File: src/rtl/dino_input_conditioner.sv
// Button conditioning for the Dino game core: sync + debounce per button,
// plus frame-aligned jump request with req/ack handshake and press counter.
module dino_input_conditioner #(
  parameter int unsigned DEBOUNCE_CYCLES = 250000,
  parameter int unsigned CNT_W           = 18
) (
  input  logic       clk,
  input  logic       reset,
  input  logic       up_raw,
  input  logic       down_raw,
  input  logic       frame_tick,
  input  logic       jump_ack,
  output logic       jump_req,
  output logic       duck,
  output logic       up_db,
  output logic       down_db,
  output logic [7:0] press_count
);

  localparam int unsigned N_CH = 2;
  localparam logic [CNT_W-1:0] LAST_CNT = CNT_W'(DEBOUNCE_CYCLES - 1);

  typedef enum logic [1:0] {LOW, RISE_CHK, HIGH, FALL_CHK} db_state_t;

  logic [N_CH-1:0] raw_vec;
  logic [N_CH-1:0] db;
  logic            up_rise_c;
  logic            capture_c;
  logic            launch_c;
  logic            jump_pending;

  assign raw_vec = {down_raw, up_raw};
  assign up_db   = db[0];
  assign down_db = db[1];

  for (genvar g = 0; g < N_CH; g++) begin : g_chan
    db_state_t        state;
    logic [CNT_W-1:0] cnt;
    logic             s1;
    logic             s2;
    logic             db_q;

    // Two-flop synchronizer followed by the stability-counting debounce FSM
    always_ff @(posedge clk) begin
      if (reset) begin
        s1    <= 1'b0;
        s2    <= 1'b0;
        state <= LOW;
        cnt   <= '0;
        db_q  <= 1'b0;
      end else begin
        s1 <= raw_vec[g];
        s2 <= s1;
        case (state)
          LOW: begin
            if (s2) begin
              state <= RISE_CHK;
              cnt   <= CNT_W'(1);
            end
          end
          RISE_CHK: begin
            if (!s2) begin
              state <= LOW;
              cnt   <= '0;
            end else if (cnt == LAST_CNT) begin
              state <= HIGH;
              db_q  <= 1'b1;
              cnt   <= '0;
            end else begin
              cnt <= cnt + CNT_W'(1);
            end
          end
          HIGH: begin
            if (!s2) begin
              state <= FALL_CHK;
              cnt   <= CNT_W'(1);
            end
          end
          FALL_CHK: begin
            if (s2) begin
              state <= HIGH;
              cnt   <= '0;
            end else if (cnt == LAST_CNT) begin
              state <= LOW;
              db_q  <= 1'b0;
              cnt   <= '0;
            end else begin
              cnt <= cnt + CNT_W'(1);
            end
          end
          default: begin
            state <= LOW;
            cnt   <= '0;
          end
        endcase
      end
    end

    assign db[g] = db_q;

    // The jump path captures on the same edge the debounced level rises
    if (g == 0) begin : g_rise
      assign up_rise_c = (state == RISE_CHK) && s2 && (cnt == LAST_CNT);
    end
  end

  // An ack arriving on the capture edge frees the request slot for that capture
  assign capture_c = up_rise_c && !jump_pending && (!jump_req || jump_ack);
  // A request never relaunches on the tick that shares its ack edge
  assign launch_c  = frame_tick && jump_pending && !jump_req;

  // Jump capture/launch/ack handshake, press counter and duck gating
  always_ff @(posedge clk) begin
    if (reset) begin
      jump_pending <= 1'b0;
      jump_req     <= 1'b0;
      press_count  <= 8'd0;
      duck         <= 1'b0;
    end else begin
      duck <= db[1] & ~db[0];
      if (capture_c) begin
        jump_pending <= 1'b1;
        press_count  <= press_count + 8'd1;
      end else if (launch_c) begin
        jump_pending <= 1'b0;
      end
      if (jump_req && jump_ack) begin
        jump_req <= 1'b0;
      end else if (launch_c) begin
        jump_req <= 1'b1;
      end
    end
  end

endmodule

File: config.mk
export PLATFORM = sky130hd
export DESIGN_NAME = dino_input_conditioner
export DESIGN_NICKNAME = d
export VERILOG_FILES = /design/src/rtl/dino_input_conditioner.sv
export SDC_FILE = /design/constraint.sdc
export NUM_CORES = 1
export LEC_CHECK = 0
export CORE_ASPECT_RATIO = 1.5
export CORE_MARGIN = 4
export CORE_UTILIZATION = 54
export DETAILED_ROUTE_END_ITERATION = 10
export PLACE_DENSITY = 0.74
export SETUP_SLACK_MARGIN = 0.4
export SLEW_MARGIN = 20
export SYNTH_ARGS = -nofsm -noshare
export SYNTH_HDL_FRONTEND = slang
export SYNTH_SLANG_ARGS = --single-unit
File: constraint.sdc
create_clock -name clk -period 2.6 [get_ports clk]
set_input_delay 0.78 -clock clk [delete_from_list [all_inputs] [get_ports clk]]
set_output_delay 0.78 -clock clk [all_outputs]
set_load 0.005 [all_outputs]
==> flow_summary.toml, run 1 <==
[placed_design]
detailed_place.area_sq_um = 3050
placed_cells_incl_taps = 406
portBuffers = 17
gp_congestion = 0.795
post-dp-hpwl_microns = 4360

[timing]
timing_hold_violations_final = 0
timing.final.max_slew_violations = 0
finalCritPeriodShare = 0.821
timing.slew.headroom = 0.546
period_minus_slack_ns = 2.14
maximum_clock_skew_at_final_layout_ns = 0.00777
unrepaired_setup_endpoints_after_global_routing = "true"
fmax_mhz = 468
report.final.setup_viol = 0
timing.setup.tns_ns = 0
tightest_slew_ns = 0.675

[power]
share_clk_of_total_power = 0.486
powerDensity_nw_per_um2 = 558
p_leak_nw = 1.09
switchingPower_w = 0.000403
cell_internal_pwr_w = 0.00144
max_rail_drop_vdd_mv = 0.405
seqPwrFrac = 0.481
switching_share = 0.218
power_frac_comb = 0.034

[detailed_routing]
detailroute.via_count = 2536
drtIter0Drc = 141
detail_route.drc_violations = 0
route.antenna.remaining_nets = 0
post_drt_via_cell_ratio = 6.01
wire_per_inst_microns = 15.1
detailedRoute.firstPassIterationCount = 5
drt-total-wl_microns = 6370

[worst_setup_path]
crit_path_start_kind = "primary input"
worst-path-max-fanout = 8
worst_path_dominant_cell_family = "simple AND/OR/NAND/NOR gates"
critical_path_class = "in2reg"
worstSetupEndpointType = "flop"
cp.buffers_inverters = 2
timing.critical_path.slowest_cell_delay_ns = 0.47
slowest_stage = "sky130_fd_sc_hd__clkdlybuf4s50_1"
critical_path.cell_chain = "clkdlybuf4s50_1 -> nor2b_2 -> nor4_4 -> buf_4 -> nand4_4 -> or3_1 -> a21oi_1"
timing.critical_path.arrival_ns = 2.41
wp_data_required_ns = 2.87

[synthesis]
syn-mean-instance-area_sq_um = 8.46
synth.cell_area_sq_um = 2790
yosys_register_bits = 57
synth.distinct_cells = 52
postSynthCellCount = 330
yosysSeqAreaShare = 0.409
synth.yosys.warnings = 0
synth_edf_count = 0
synth_flop_cell = "sky130_fd_sc_hd__dfxtp_1"
synth-async-reset-ratio = 0
synth_fp_nets = 339

[cells_and_area]
final_util = 0.672
final_design_area_no_fill_sq_um = 3310
post_layout_nonfiller_instances = 422
final_layout_size_suffix_gt1_frac = 0.124
area_growth_syn_to_layout_pct = 18.6
design.final.nets = 360
n_antenna_cell = 0

[floorplanning]
fp.dieW_microns = 66.7
die-area_sq_um = 6400
std_cell_rows = 31
boundaryPins = 18
placeableCoreArea_sq_um = 4930
die_y_microns = 96.0
start_util = 0.566

[clock_network]
numCtsBuffers = 9
post_cts_hold_buffer_count = 0
clockRootBuffer = "sky130_fd_sc_hd__clkbuf_8"
tritoncts = "built"
clock_sink_count = 57
clock_latency_ns = 0.34
clock_tree.htree_level_count = 3
max-clock-path-buffers = 2
clk_transition_reported_paths_ns = 0.07

[global_routing]
use_met1 = 0.253
grt.met2_usage = 0.389
track_usage = 0.221
grt_overflow_total = 0
globalRoute.busiestLayer = "met2"
first_pass_grt_wire_length_microns = 10900
grt_antenna_before_repair = 0
groute.layer.met3.usage = 0.0526
vias_in_the_first_global_route = 2414
grt_start_max_net_pins = 26

[min_path]
hp-class = "reg2reg"

[run]
max_cap_violations = 0

[status]
outcome = "complete, no violations"
-- path summary, 6_finish.rpt --
kind / cells after the start / to / from / slack, ns
setup / recovery: 7 / press_count[6]$_SDFFE_PP0P_ / jump_ack / 0.46
hold / removal: 1 / g_chan[1].s2$_SDFF_PP0_ / g_chan[1].s1$_SDFF_PP0_ / 0.44
setup reg to reg: 6 / press_count[7]$_SDFFE_PP0P_ / g_chan[0].cnt[0]$_SDFFE_PP0P_ / 0.56
hold reg to reg: 1 / g_chan[1].s2$_SDFF_PP0_ / g_chan[1].s1$_SDFF_PP0_ / 0.44
-- kinds of logic (layout without fill, tap and decap cells) --
| group | Yosys count | in the layout | synth area share |
|---|---|---|---|
| AND/OR/NAND/NOR | 147 | 147 | 0.305 |
| AO/OA/AOI/OAI | 83 | 83 | 0.184 |
| flip-flops | 57 | 57 | 0.409 |
| buffers and inverters | 24 | 50 | 0.0359 |
| XOR/XNOR | 11 | 11 | 0.0345 |
| multiplexers | 5 | 5 | 0.0179 |
| adder cells (fa/ha/maj) | 3 | 3 | 0.0135 |
-- registers in the layout (all words and copies together) (netlist names), named ones only --
name          cells
press_count       8
g_chan.s2         2
duck              1
down_db           1
g_chan.s1         2
up_db             1
jump_pending      1
jump_req          1
g_chan.state      2
g_chan.cnt       36
-- through the flow --
step                      worst slack, ns  hold WS [ns]  power (W)
after floorplan                     0.583         0.414   0.000943
after global placement              0.165         0.420   0.000967
after detailed placement            0.149         0.429   0.000968
after CTS                           0.409         0.447    0.00185
after global routing                0.335         0.466    0.00190
final                               0.465         0.441    0.00185
-- power groups by stage --
stage	logic (W)	registers (W)	clock network, W
after floorplan	0.0000399	0.000903	0
after global placement	0.0000605	0.000906	0
after detailed placement	0.0000615	0.000907	0
after CTS	0.0000621	0.000887	0.000903
after global routing	0.0000688	0.000888	0.000945
final	0.0000626	0.000888	0.000897
-- routing by layer --
layer,wire [microns],up-vias
met3,175,13
met5,0,-
li1,-,1264
met2,3370,43
met1,2680,1216
met4,143,0
-- repair_timing --
action                                  4_1_cts  5_1_grt
endpoints found under the setup margin        0       20
gates resized for setup                       0        9
buffers inserted                              0        0
-- cells in the mapped netlist (6+ instances only) --
master	n	area share
sky130_fd_sc_hd__nand2_1	31	0.042
sky130_fd_sc_hd__nand2b_1	7	0.016
sky130_fd_sc_hd__clkbuf_1	6	0.0081
sky130_fd_sc_hd__dfxtp_1	57	0.41
sky130_fd_sc_hd__nand4_1	12	0.027
sky130_fd_sc_hd__inv_1	10	0.013
sky130_fd_sc_hd__o21ai_0	8	0.014
sky130_fd_sc_hd__a22o_1	9	0.028
sky130_fd_sc_hd__nand3_1	20	0.036
sky130_fd_sc_hd__a21oi_1	27	0.048
sky130_fd_sc_hd__a31oi_1	18	0.040
sky130_fd_sc_hd__nor2b_1	6	0.013
sky130_fd_sc_hd__nor3_1	10	0.018
sky130_fd_sc_hd__xor2_1	6	0.019
sky130_fd_sc_hd__o21ai_1	6	0.011
sky130_fd_sc_hd__nor2_1	21	0.028
sky130_fd_sc_hd__or3_1	10	0.022
-- placed cells by master, fill, tap and decap left out, types with 3 or more instances in the layout --
master,n
sky130_fd_sc_hd__nand2b_1,7
sky130_fd_sc_hd__o21ai_0,8
sky130_fd_sc_hd__dfxtp_1,57
sky130_fd_sc_hd__xor2_1,6
sky130_fd_sc_hd__buf_4,5
sky130_fd_sc_hd__nor2b_1,5
sky130_fd_sc_hd__a21oi_1,26
sky130_fd_sc_hd__inv_1,10
sky130_fd_sc_hd__a31oi_1,18
sky130_fd_sc_hd__ha_1,3
sky130_fd_sc_hd__a22o_1,9
sky130_fd_sc_hd__clkbuf_8,9
sky130_fd_sc_hd__nand3_1,19
sky130_fd_sc_hd__mux2i_1,5
sky130_fd_sc_hd__nand2_1,31
sky130_fd_sc_hd__nand4_1,12
sky130_fd_sc_hd__a211oi_1,3
sky130_fd_sc_hd__clkdlybuf4s50_1,17
sky130_fd_sc_hd__xnor2_1,5
sky130_fd_sc_hd__nor2_1,21
sky130_fd_sc_hd__or3_1,9
sky130_fd_sc_hd__nor3_1,10
sky130_fd_sc_hd__o21ai_1,6
-- final cells by class --
| type | instances | area, sq um |
|---|---|---|
| inverter | 10 | 37.5 |
| sequential | 57 | 1140 |
| tap | 66 | 82.6 |
| fill | 430 | 1620 |
| multi-input combinational | 249 | 1600 |
| clock buffer | 11 | 131 |
| timing repair buffer | 24 | 239 |
| clock inverter | 5 | 80.1 |
Power figures use the tool's default switching activity.
==> run 2, diff against run 1 <==
==> constraint.sdc (replaced) <==
create_clock -name clk -period 2 [get_ports clk]
set_input_delay 0.6 -clock clk [delete_from_list [all_inputs] [get_ports clk]]
set_output_delay 0.6 -clock clk [all_outputs]
set_load 0.005 [all_outputs]
==> flow_summary.toml, run 2 (synthesis gave the netlist of run 1 again) <==
[status]
outcome = "complete, no violations"

[cells_and_area]
fill_cells = 212
layout.cells.most_common = "sky130_fd_sc_hd__buf_4"
layout_common_cells = "sky130_fd_sc_hd__buf_4 (68), sky130_fd_sc_hd__dfxtp_1 (36), sky130_fd_sc_hd__nand2_1 (27), sky130_fd_sc_hd__nor2_1 (20), sky130_fd_sc_hd__a31oi_1 (17)"
regMostFlops = "g_chan.cnt"
n_antenna_cell = 0
post_layout_nonfiller_instances = 500
area_growth_syn_to_layout_pct = 58.6
largest_register_ff_count = 36
final_layout_size_suffix_gt1_frac = 0.449
design.final.nets = 439
top_regs = "g_chan.cnt (36), press_count (8)"
final_util = 0.898

[worst_setup_path]
reg2reg_slack_ns = 0.06
startpoint = "g_chan[1].cnt[8]$_SDFFE_PP0P_"
crit_path_end = "g_chan[1].cnt[11]$_SDFFE_PP0P_"
worst-path-max-fanout = 7
timing.critical_path.arrival_ns = 2.13
reg_to_reg_critical_path_endpoint = "g_chan[1].cnt[11]$_SDFFE_PP0P_"
worstSetupEndpointType = "flop"
crit_path_start_kind = "flop"
worstRegToRegCells = 8
worst_r2r_startpoint = "g_chan[1].cnt[8]$_SDFFE_PP0P_"
wp_data_required_ns = 2.20
critical_path_class = "reg2reg"

[clock_network]
clock_sink_count = 57
clk_transition_reported_paths_ns = 0.06
clock_latency_ns = 0.34
tritoncts = "built"
clockRootBuffer = "sky130_fd_sc_hd__clkbuf_8"
clock_tree.htree_level_count = 3
numCtsBuffers = 9
max-clock-path-buffers = 2

[timing]
timing_hold_violations_final = 0
timing.final.max_slew_violations = 0
fmax_mhz = 517
tightest_slew_ns = 0.539
unrepaired_setup_endpoints_after_global_routing = "true"
maximum_clock_skew_at_final_layout_ns = 0.00906
timing.setup.tns_ns = 0
finalCritPeriodShare = 0.968
setup_ws_ns = 0.0645
period_minus_slack_ns = 1.94
report.final.setup_viol = 0
timing.slew.headroom = 0.639

[floorplanning]
fp.dieW_microns = 66.7
die-area_sq_um = 6400
boundaryPins = 18
start_util = 0.566
placeableCoreArea_sq_um = 4930
std_cell_rows = 31
die_y_microns = 96.0

[power]
p_leak_nw = 1.69
max_rail_drop_vdd_mv = 0.485
total_power_w = 0.00238
powerDensity_nw_per_um2 = 538

[detailed_routing]
routed-wl-met2_microns = 5530
detailedRoute.firstPassIterationCount = 5
detail_route.drc_violations = 0
max_layer_used = "met4"
route.antenna.remaining_nets = 0
wire_per_inst_microns = 20.7
drtIter0Drc = 287
drt-total-wl_microns = 10400
detailroute.via_count = 3201
wl_met3_microns = 532
met1Wirelength_microns = 3750
post_drt_via_cell_ratio = 6.40

[global_routing]
track_usage = 0.300
grt_start_max_net_pins = 14
grt_antenna_before_repair = 0
vias_in_the_first_global_route = 3029
grt_overflow_total = 0
first_pass_grt_wire_length_microns = 14400

[run]
max_cap_violations = 0

[min_path]
hp-class = "reg2reg"
hold_path_depth = 1

[placed_design]
post-dp-hpwl_microns = 5000
place_worst_setup_slack_ns = -0.196
portBuffers = 17
placed_cells_incl_taps = 435
gp_congestion = 0.846
run 2: changes by cell type in the layout (fill, tap and decap cells not counted), moves of 5 or more:
cell	previous run	this run
sky130_fd_sc_hd__buf_4	5	68
sky130_fd_sc_hd__a21oi_4	0	6
sky130_fd_sc_hd__dfxtp_2	0	13
sky130_fd_sc_hd__dlygate4sd2_1	0	11
sky130_fd_sc_hd__a21oi_2	2	11
sky130_fd_sc_hd__nor3_1	10	5
sky130_fd_sc_hd__buf_6	1	13
sky130_fd_sc_hd__dfxtp_4	0	8
sky130_fd_sc_hd__clkdlybuf4s50_1	17	5
sky130_fd_sc_hd__a21oi_1	26	12
sky130_fd_sc_hd__dfxtp_1	57	36
run 2: where the power goes:
group | switching (W) | leakage [nW] | total [W] | internal (W)
Clock | 0.000482 | 0.102 | 0.00112 | 0.000633
Sequential | 0.00000918 | 0.473 | 0.00114 | 0.00113
Combinational | 0.0000671 | 1.11 | 0.000122 | 0.0000548
run 2: worst min-delay path by stage:
stage	from	endpoint	slack, ns
5_1_grt	g_chan[0].s1$_SDFF_PP0_	g_chan[0].s2$_SDFF_PP0_	0.46
6_report	g_chan[0].s1$_SDFF_PP0_	g_chan[0].s2$_SDFF_PP0_	0.44
2_1_floorplan	g_chan[0].s1$_SDFF_PP0_	g_chan[0].s2$_SDFF_PP0_	0.41
3_5_place_dp	g_chan[0].s1$_SDFF_PP0_	g_chan[0].s2$_SDFF_PP0_	0.42
4_1_cts	g_chan[0].s1$_SDFF_PP0_	g_chan[0].s2$_SDFF_PP0_	0.44
3_3_place_gp	g_chan[1].s1$_SDFF_PP0_	g_chan[1].s2$_SDFF_PP0_	0.42
run 2: per-layer routing:
layer / vias up / track usage
met5: - / 0
met4: 0 / 0.164
met3: 62 / 0.0689
met2: 163 / 0.543
met1: 1543 / 0.313
li1: 1433 / -
run 2: layout make-up:
class | instances | area [sq um] | share of cell area
inverter | 10 | 37.5 | 0.00848
multi-input combinational | 250 | 2000 | 0.453
tap | 66 | 82.6 | 0.0187
timing repair buffer | 102 | 918 | 0.208
clock buffer | 12 | 155 | 0.0351
clock inverter | 3 | 40.0 | 0.00905
sequential | 57 | 1190 | 0.268
run 2: stage by stage:
stage	hold slack (ns)	instance area [sq um]
after floorplan	0.414	2930
after detailed placement	0.420	3390
after CTS	0.435	4130
final	0.437	4430
after global placement	0.418	3390
after global routing	0.457	4430
run 2: critical path: stages (launching register included):
cell and delay (ns):
sky130_fd_sc_hd__dfxtp_4 0.35, sky130_fd_sc_hd__or4_4 0.55, sky130_fd_sc_hd__nor3_4 0.19, sky130_fd_sc_hd__buf_6 0.14
sky130_fd_sc_hd__a21oi_4 0.05, sky130_fd_sc_hd__buf_6 0.13, sky130_fd_sc_hd__buf_12 0.14, sky130_fd_sc_hd__a31oi_1 0.16
sky130_fd_sc_hd__a31oi_1 0.08
run 2: repair_timing:
action | in CTS | in global routing
hold buffers | 0 | 0
resized for setup | 78 | 37
pin swaps | 33 | 15
setup endpoints to repair | 61 | 57
cloned | 3 | 1
setup buffers | 28 | 18
